## src/rtl/timer_ctrl_if.sv

```systemverilog
// Config handshake bundle for timer_ctrl.
// The master offers a period/mode; the slave accepts it when ready.
interface timer_ctrl_if #(
    parameter int width = 8
) ();
    logic             cfg_valid;
    logic             cfg_ready;
    logic [width-1:0] cfg_period;
    logic             cfg_periodic;

    modport master (
        output cfg_valid,
        output cfg_period,
        output cfg_periodic,
        input  cfg_ready
    );

    modport slave (
        input  cfg_valid,
        input  cfg_period,
        input  cfg_periodic,
        output cfg_ready
    );
endinterface

```

## src/rtl/timer_ctrl.sv

```systemverilog
// Programmable interval controller: configurable period up-counter
// with run/pause/stop control and one-shot or periodic tick output.
module timer_ctrl #(
    parameter int width = 8
) (
    input  logic             clk,
    input  logic             rst,
    timer_ctrl_if.slave      cfg,
    input  logic             start,
    input  logic             pause,
    input  logic             stop,
    output logic [width-1:0] cnt,
    output logic             tick,
    output logic [width-1:0] tick_cnt,
    output logic             busy,
    output logic             done
);

    typedef enum logic [1:0] {
        S_IDLE,
        S_RUN,
        S_PAUSE,
        S_DONE
    } state_t;

    localparam logic [width-1:0] ONE  = {{(width-1){1'b0}}, 1'b1};
    localparam logic [width-1:0] ZERO = '0;

    state_t           r_state;
    state_t           w_state_nxt;
    logic [width-1:0] r_cnt;
    logic [width-1:0] w_cnt_nxt;
    logic [width-1:0] r_tick_cnt;
    logic [width-1:0] w_tick_cnt_nxt;
    logic [width-1:0] r_period;
    logic [width-1:0] w_period_nxt;
    logic             r_periodic;
    logic             w_periodic_nxt;
    logic             r_tick;
    logic             w_tick_nxt;
    logic             r_busy;
    logic             r_done;
    logic             r_cfg_ready;
    logic             w_hs;
    logic             w_term;
    logic [width-1:0] w_per_eff;

    assign w_hs      = cfg.cfg_valid & r_cfg_ready;
    // A period loaded in the same cycle as start is the one used.
    assign w_per_eff = w_hs ? cfg.cfg_period : r_period;
    assign w_term    = (r_cnt == (r_period - ONE));

    always_comb begin
        w_state_nxt    = r_state;
        w_cnt_nxt      = r_cnt;
        w_tick_cnt_nxt = r_tick_cnt;
        w_period_nxt   = r_period;
        w_periodic_nxt = r_periodic;
        w_tick_nxt     = 1'b0;
        if (stop) begin
            w_state_nxt = S_IDLE;
            w_cnt_nxt   = ZERO;
        end else begin
            unique case (r_state)
                S_IDLE, S_DONE: begin
                    if (w_hs) begin
                        w_period_nxt   = cfg.cfg_period;
                        w_periodic_nxt = cfg.cfg_periodic;
                    end
                    if (start && (w_per_eff != ZERO)) begin
                        w_state_nxt    = S_RUN;
                        w_cnt_nxt      = ZERO;
                        w_tick_cnt_nxt = ZERO;
                    end
                end
                S_RUN: begin
                    if (w_term) begin
                        w_cnt_nxt      = ZERO;
                        w_tick_nxt     = 1'b1;
                        w_tick_cnt_nxt = r_tick_cnt + ONE;
                        if (!r_periodic) begin
                            w_state_nxt = S_DONE;
                        end else if (pause) begin
                            w_state_nxt = S_PAUSE;
                        end
                    end else begin
                        w_cnt_nxt = r_cnt + ONE;
                        if (pause) begin
                            w_state_nxt = S_PAUSE;
                        end
                    end
                end
                S_PAUSE: begin
                    if (!pause) begin
                        w_state_nxt = S_RUN;
                    end
                end
                default: w_state_nxt = S_IDLE;
            endcase
        end
    end

    always_ff @(posedge clk or negedge rst) begin
        if (!rst) begin
            r_state     <= S_IDLE;
            r_cnt       <= ZERO;
            r_tick_cnt  <= ZERO;
            r_period    <= ZERO;
            r_periodic  <= 1'b0;
            r_tick      <= 1'b0;
            r_busy      <= 1'b0;
            r_done      <= 1'b0;
            r_cfg_ready <= 1'b1;
        end else begin
            r_state     <= w_state_nxt;
            r_cnt       <= w_cnt_nxt;
            r_tick_cnt  <= w_tick_cnt_nxt;
            r_period    <= w_period_nxt;
            r_periodic  <= w_periodic_nxt;
            r_tick      <= w_tick_nxt;
            r_busy      <= (w_state_nxt == S_RUN) ||
                           (w_state_nxt == S_PAUSE);
            r_done      <= (w_state_nxt == S_DONE);
            r_cfg_ready <= (w_state_nxt == S_IDLE) ||
                           (w_state_nxt == S_DONE);
        end
    end

    assign cnt           = r_cnt;
    assign tick          = r_tick;
    assign tick_cnt      = r_tick_cnt;
    assign busy          = r_busy;
    assign done          = r_done;
    assign cfg.cfg_ready = r_cfg_ready;

endmodule
```

## src/flat_wrapper.sv

```systemverilog
// flat-port wrapper written by rule: the top's interface ports become plain ports
module timer_ctrl_flat 
#(
    parameter int width = 8
)
  (clk, rst, start, pause, stop, cnt, tick, tick_cnt, busy, done, cfg_cfg_valid, cfg_cfg_period, cfg_cfg_periodic, cfg_cfg_ready);
  timer_ctrl_if #(.width(width)) cfg_i ();
  input  logic clk;
  input  logic rst;
  input  logic start;
  input  logic pause;
  input  logic stop;
  output logic [width-1:0] cnt;
  output logic tick;
  output logic [width-1:0] tick_cnt;
  output logic busy;
  output logic done;
  input wire logic [$bits(cfg_i.cfg_valid)-1:0] cfg_cfg_valid;
  input wire logic [$bits(cfg_i.cfg_period)-1:0] cfg_cfg_period;
  input wire logic [$bits(cfg_i.cfg_periodic)-1:0] cfg_cfg_periodic;
  output wire logic [$bits(cfg_i.cfg_ready)-1:0] cfg_cfg_ready;
  assign cfg_i.cfg_valid = cfg_cfg_valid;
  assign cfg_i.cfg_period = cfg_cfg_period;
  assign cfg_i.cfg_periodic = cfg_cfg_periodic;
  assign cfg_cfg_ready = cfg_i.cfg_ready;
  timer_ctrl #(.width(width)) u_core (.clk(clk), .rst(rst), .cfg(cfg_i), .start(start), .pause(pause), .stop(stop), .cnt(cnt), .tick(tick), .tick_cnt(tick_cnt), .busy(busy), .done(done));
endmodule
```

## config.mk

```make
export PLATFORM = sky130hd
export DESIGN_NAME = timer_ctrl_flat
export DESIGN_NICKNAME = d
export VERILOG_FILES = /design/src/rtl/timer_ctrl_if.sv /design/src/rtl/timer_ctrl.sv /design/src/flat_wrapper.sv
export SDC_FILE = /design/constraint.sdc
export NUM_CORES = 1
export LEC_CHECK = 0
export BUFFER_PORTS_ARGS = -buffer_cell sky130_fd_sc_hd__buf_2
export CAP_MARGIN = 20
export CELL_PAD_IN_SITES_DETAIL_PLACEMENT = 0
export CELL_PAD_IN_SITES_GLOBAL_PLACEMENT = 1
export CORE_MARGIN = 2
export CORE_UTILIZATION = 45
export CTS_CLUSTER_DIAMETER = 100
export DETAILED_ROUTE_END_ITERATION = 16
export PLACE_DENSITY_LB_ADDON = 0.2
export SETUP_SLACK_MARGIN = 0.05
export SKIP_LAST_GASP = 1
export SLEW_MARGIN = 15
export SYNTH_ARGS = -nofsm -noshare
export SYNTH_HDL_FRONTEND = slang
export SYNTH_SLANG_ARGS = --single-unit
```

## constraint.sdc

```tcl
create_clock -name clk -period 6.1 [get_ports clk]
set_input_delay 0.305 -clock clk [delete_from_list [all_inputs] [get_ports clk]]
set_output_delay 0.305 -clock clk [all_outputs]
set_load 0.05 [all_outputs]
```

* Word level (Yosys, flattened, before mapping) *
Index checks and enable logic that the tools add are counted.

word-level totals
  output and inout bits = 20
  logic and storage cells = 54
  bits in registers = 31
  input port bits = 15

operators by class
  muxes and demuxes = 17
  add/sub/neg operators = 3
  reduce and logical (&&, ||, !) cells = 13
  bitwise logic cells = 2
  equal/unequal tests = 10

operator list
  kind                                                    count
  2-to-1 mux 8 bit                                        5
  case mux 8 bit (2 select lines)                         2
  adder 8 x 1 -> 8 bit (second input constant)            2
  2-to-1 mux 2 bit                                        6
  equality test 2 bit (second input constant)             4
  equality test 8 bit                                     1
  nonzero test 8 bit                                      1
  subtractor 8 x 1 -> 8 bit (second input constant)       1
  case mux 2 bit (3 select lines)                         1
  equality test 2 x 1 -> 1 bit (second input constant)    2
  logical NOT 2 bit                                       2
  inequality test 2 x 1 -> 1 bit (second input constant)  2
  AND reduction 2 bit                                     2
  AND reduction 4 bit                                     1
  2-to-1 mux 1 bit                                        3
  inequality test 3 x 2 -> 1 bit (second input constant)  1
  AND reduction 3 bit                                     1
  nonzero test 3 bit                                      1
  logical OR 1 bit                                        2
  nonzero test 2 bit                                      1
  OR reduction 2 bit                                      1
  AND 1 bit                                               1
  logical AND 1 bit                                       1
  NOT 1 bit                                               1

* Logic depth before layout (Yosys ltp) *
  depth in word-level cells = 9
  depth in mapped cells = 11

* Least setup slack after synthesis *
No wires, ideal clock.

  kind = register to register
  start = register u_core.r_cnt[7], in the netlist u_core.cnt[7]
  end = register u_core.r_busy, in the netlist u_core.busy
  data arrival time = 2192 ps
  stages on the path, launching flop included = 9
  data required time = 5969 ps
  period minus slack after synthesis = 2323 ps
  path buffers = 1
  slack = 3777 ps
  path through = dfrtp_1 > xor2_1 > a211oi_1 > a21bo_2 > o2111ai_1 > buf_6 > nor3_1 > o21a_1 > ha_1

between the ends
  word-level cells in the longest chain between the ends = 6
  elaborated cells on any way between the ends = 7

ends and longest elaborated chain
  item                                                                        line                                  RTL
  from (decl)                                                                 timer_ctrl.sv:31                      logic [width-1:0] r_cnt;
  from (signal assigned)                                                      timer_ctrl.sv:116                     r_cnt <= w_cnt_nxt;
  equality test 8 bit (*)                                                     timer_ctrl.sv:51                      assign w_term = (r_cnt == (r_period - ONE));
  2-to-1 mux 2 bit (*)                                                        timer_ctrl.sv:77                      if (w_term) begin
  case mux 2 bit (3 select lines) (*)                                         timer_ctrl.sv:64                      unique case (r_state)
  2-to-1 mux 2 bit (*)                                                        timer_ctrl.sv:60                      if (stop) begin
  named net u_core.w_state_nxt[0]                                             timer_ctrl.sv:30                      state_t w_state_nxt;
  equality test 2 x 1 -> 1 bit / equality test 2 bit (equally long branches)  timer_ctrl.sv:121, timer_ctrl.sv:122
  logical OR 1 bit (*)                                                        timer_ctrl.sv:121                     r_busy <= (w_state_nxt == S_RUN) ||
  to (signal assigned)                                                        timer_ctrl.sv:121
  to (decl)                                                                   timer_ctrl.sv:41                      logic r_busy;

The timed path passes the listed nets; every way through them passes the cells marked *.
A chain may end at the register's enable or synchronous reset.

* Final worst setup path *
  start = register u_core.r_period[0]
  end = register u_core.r_busy, in the netlist u_core.busy

between the ends
  word-level cells in the longest chain between the ends = 8
  elaborated cells on any way between the ends = 12

ends and longest elaborated chain
  item                                                                        line                                  RTL
  from (decl)                                                                 timer_ctrl.sv:35                      logic [width-1:0] r_period;
  from (signal assigned)                                                      timer_ctrl.sv:118                     r_period <= w_period_nxt;
  branches (longest 4 deep; another with subtractor 8 x 1 -> 8 bit)           -
  case mux 2 bit (3 select lines) (*)                                         timer_ctrl.sv:64
  2-to-1 mux 2 bit (*)                                                        timer_ctrl.sv:60
  named net u_core.w_state_nxt[0]                                             timer_ctrl.sv:30
  equality test 2 x 1 -> 1 bit / equality test 2 bit (equally long branches)  timer_ctrl.sv:121, timer_ctrl.sv:122
  logical OR 1 bit (*)                                                        timer_ctrl.sv:121

Mark *: on every way through the listed nets, which the timed path passes.

==> run metrics <==
Setup-failing EPs final=0; num ports=35; cells along the critical path=inv_1 > ha_1 > and2_1 > o21a_1 > o31ai_1 > o2111ai_1 > buf_4 > nor3_1 > o21a_1 > ha_1; RSZ-0062 raised after global routing=no; Fin. Hold Viols=0; Post-CTS Setup Bufs=0; Synth Flop Type=dfrtp_1; root buffer cell=clkbuf_8; initial detailed-routing violation count=98; worst rel slew slack=0.309; Final Instance Area=2240 um2; drt pass-1 iters=4; Cell Area, Placed=2130 um2; Area Growth Syn to Fin=16.1%; Initial Utilization=0.476; mean post-synth cell area=9.57 um2; fin util=0.553; CP max stage cell=dfrtp_1; ys async rst share=1.00; GR Overflow Total=0; initial antenna violation count=0; leading area contributor after synthesis=dfrtp_1; Leak=0.963 nW; Fmax achieved=386 MHz; Max FO, Critical Path=20; layout cell share with drive strength beyond 1=0.262; syn_nets=224; Clock Sinks=31; first-pass GRT wire length=7350 um; Synth Warn #=0; GPL Wtd Cong=0.784; Synth Register Bits=31; pin count of the biggest net entering global routing=32; Seq/Total Area, Yosys=0.402; Worst-path clk slew=0.07 ns; Die Y=69.5 um; Tot Pwr=826 uW; # hold bufs at CTS=0; die width=69.5 um; DRC Markers=0; worst endpoint required time=6.26 ns; final period utilization=0.424; Post-CTS Resized=0; Setup TNS=0 ns; DR WL/cell=15.4 um; Distinct cells, synth=45; # diodes=0; Std-Cell Rows=23; worst path bufs/invs=2; run status=finished, final reports clean; Synth Instances=202; startpoint types=flop; post-synth top area share=0.388; antenna-violating nets left=0; crit-path leading delay family=compound AO/OA/AOI/OAI gates; Area contributors post-synth=dfrtp_1 39%, mux2_2 5.2%, ha_1 4.5%, nand2_1 4.1%, nand3_1 3.6%; Worst Clk Skew=0.00249 ns; port buffer count=34; clock latency at the later pin of the worst-skew pair=0.28 ns; min cycle time layout=2.59 ns; Slew @ Worst Pin=1.02 ns; Slew Viols, Final=0; Worst Hold Class=primary input to asynchronous set/reset pin; number of global-route vias before repair=1552; Core Region=4060 um2; Tot GR Track Use=0.190; Post-Route WL=4410 um; Max Root-Sink Buffers=2; WS Path Type=flop to flop; # H-tree levels=2; Arr. time, crit path=2.75 ns; Final nets=258; Max IR drop VDD=0.196 mV; Post-synth EDFFs=0; placed wire-length estimate=3150 um; max_cap viols=0; die area=4840 um2; CP Capture Type=flop; area of the multi-input gates=1060 um2; # fillers=365; pwr dens=368 nW/um2; Avg Vias per Cell=5.83; CTS tree=done; CP peak stage delay=0.46 ns; FF/Latch Area=777 um2; CTS Buf Count=5; Synth Cell Area=1930 um2; DR vias=1672
[power by group]
group / total [mW] / internal [mW] / switching (mW)
Clock: 0.210 / 0.132 / 0.0779
Combinational: 0.293 / 0.114 / 0.179
Sequential: 0.322 / 0.253 / 0.0694
[cells in the mapped netlist (all sizes together) (5+ instances only)]
cell type / number
a211oi: 5
a21oi: 7
dfrtp: 30
ha: 7
inv: 13
mux2: 9
mux2i: 5
nand2: 21
nand2b: 5
nand3: 14
nor2: 9
nor3: 10
o21ai: 9
xnor2: 6
[metrics by stage]
stage                     instances  worst slack (ns)  hold slack (ns)
after floorplan                 202              3.78          0.00941
after global placement          279              3.63            0.381
after detailed placement        279              3.55            0.399
after CTS                       287              3.53           0.0939
after global routing            287              3.39            0.112
final                           287              3.51           0.0730
[layout make-up]
| class | count | area share |
|---|---|---|
| Clock inverter | 2 | 0.0156 |
| Sequential cell | 31 | 0.346 |
| Tap cell | 50 | 0.0279 |
| Clock buffer | 6 | 0.0368 |
| Timing Repair Buffer | 35 | 0.0792 |
| Inverter | 13 | 0.0218 |
| Multi-Input combinational cell | 150 | 0.472 |
[kinds of logic after synthesis]
group                    Yosys count  share of synthesized area
AND/OR/NAND/NOR                   77                      0.208
AO/OA/AOI/OAI                     44                      0.181
flip-flops                        31                      0.402
buffers and inverters             21                     0.0498
multiplexers                      14                     0.0783
XOR/XNOR                           8                     0.0362
adder cells (fa/ha/maj)            7                     0.0453
[flip-flops by register name, summed over array words and instances (netlist names)]
name,count
u_core.busy,1
u_core.cfg.cfg_ready,1
u_core.cnt,8
u_core.done,1
u_core.r_period,8
u_core.r_periodic,1
u_core.r_state,2
u_core.tick,1
u_core.tick_cnt,8
[worst register-to-register path: stages, from the launching register on]
cell and delay, ns:
dfrtp_1 0.46, inv_1 0.07, ha_1 0.23, and2_1 0.19
o21a_1 0.19, o31ai_1 0.26, o2111ai_1 0.15, buf_4 0.24
nor3_1 0.24, o21a_1 0.20, ha_1 0.25
[placed cells by master (no fill, tap or decap), types with 6 or more instances in the layout]
master,n
ha_1,7
nor3_1,9
dfrtp_1,30
inv_1,13
clkbuf_8,6
nor2_1,9
nand3_1,14
a21oi_1,7
nand2_1,21
o21ai_0,9
xnor2_1,6
buf_2,34
mux2_2,9
[worst paths after layout]
check	from	to	slack, ns	cells past startpoint
max	u_core.r_period[0]	u_core.busy	3.51	10
min	rst	u_core.cnt[6]	0.07	1
max reg2reg	u_core.r_period[0]	u_core.busy	3.51	10
min reg2reg	u_core.r_periodic	u_core.r_periodic	0.54	1
max in group asynchronous	rst	u_core.tick_cnt[3]	5.58	1
min in group clk	cfg_cfg_periodic	u_core.r_periodic	0.25	2
[per-layer routing]
layer	up-vias	track usage	wire length, um
met3	10	0.0509	224
met2	54	0.279	1960
met1	803	0.269	2170
li1	805	-	-
met5	-	0	0
met4	0	0.0654	66
No activity file was read; power rests on OpenSTA's default activity.
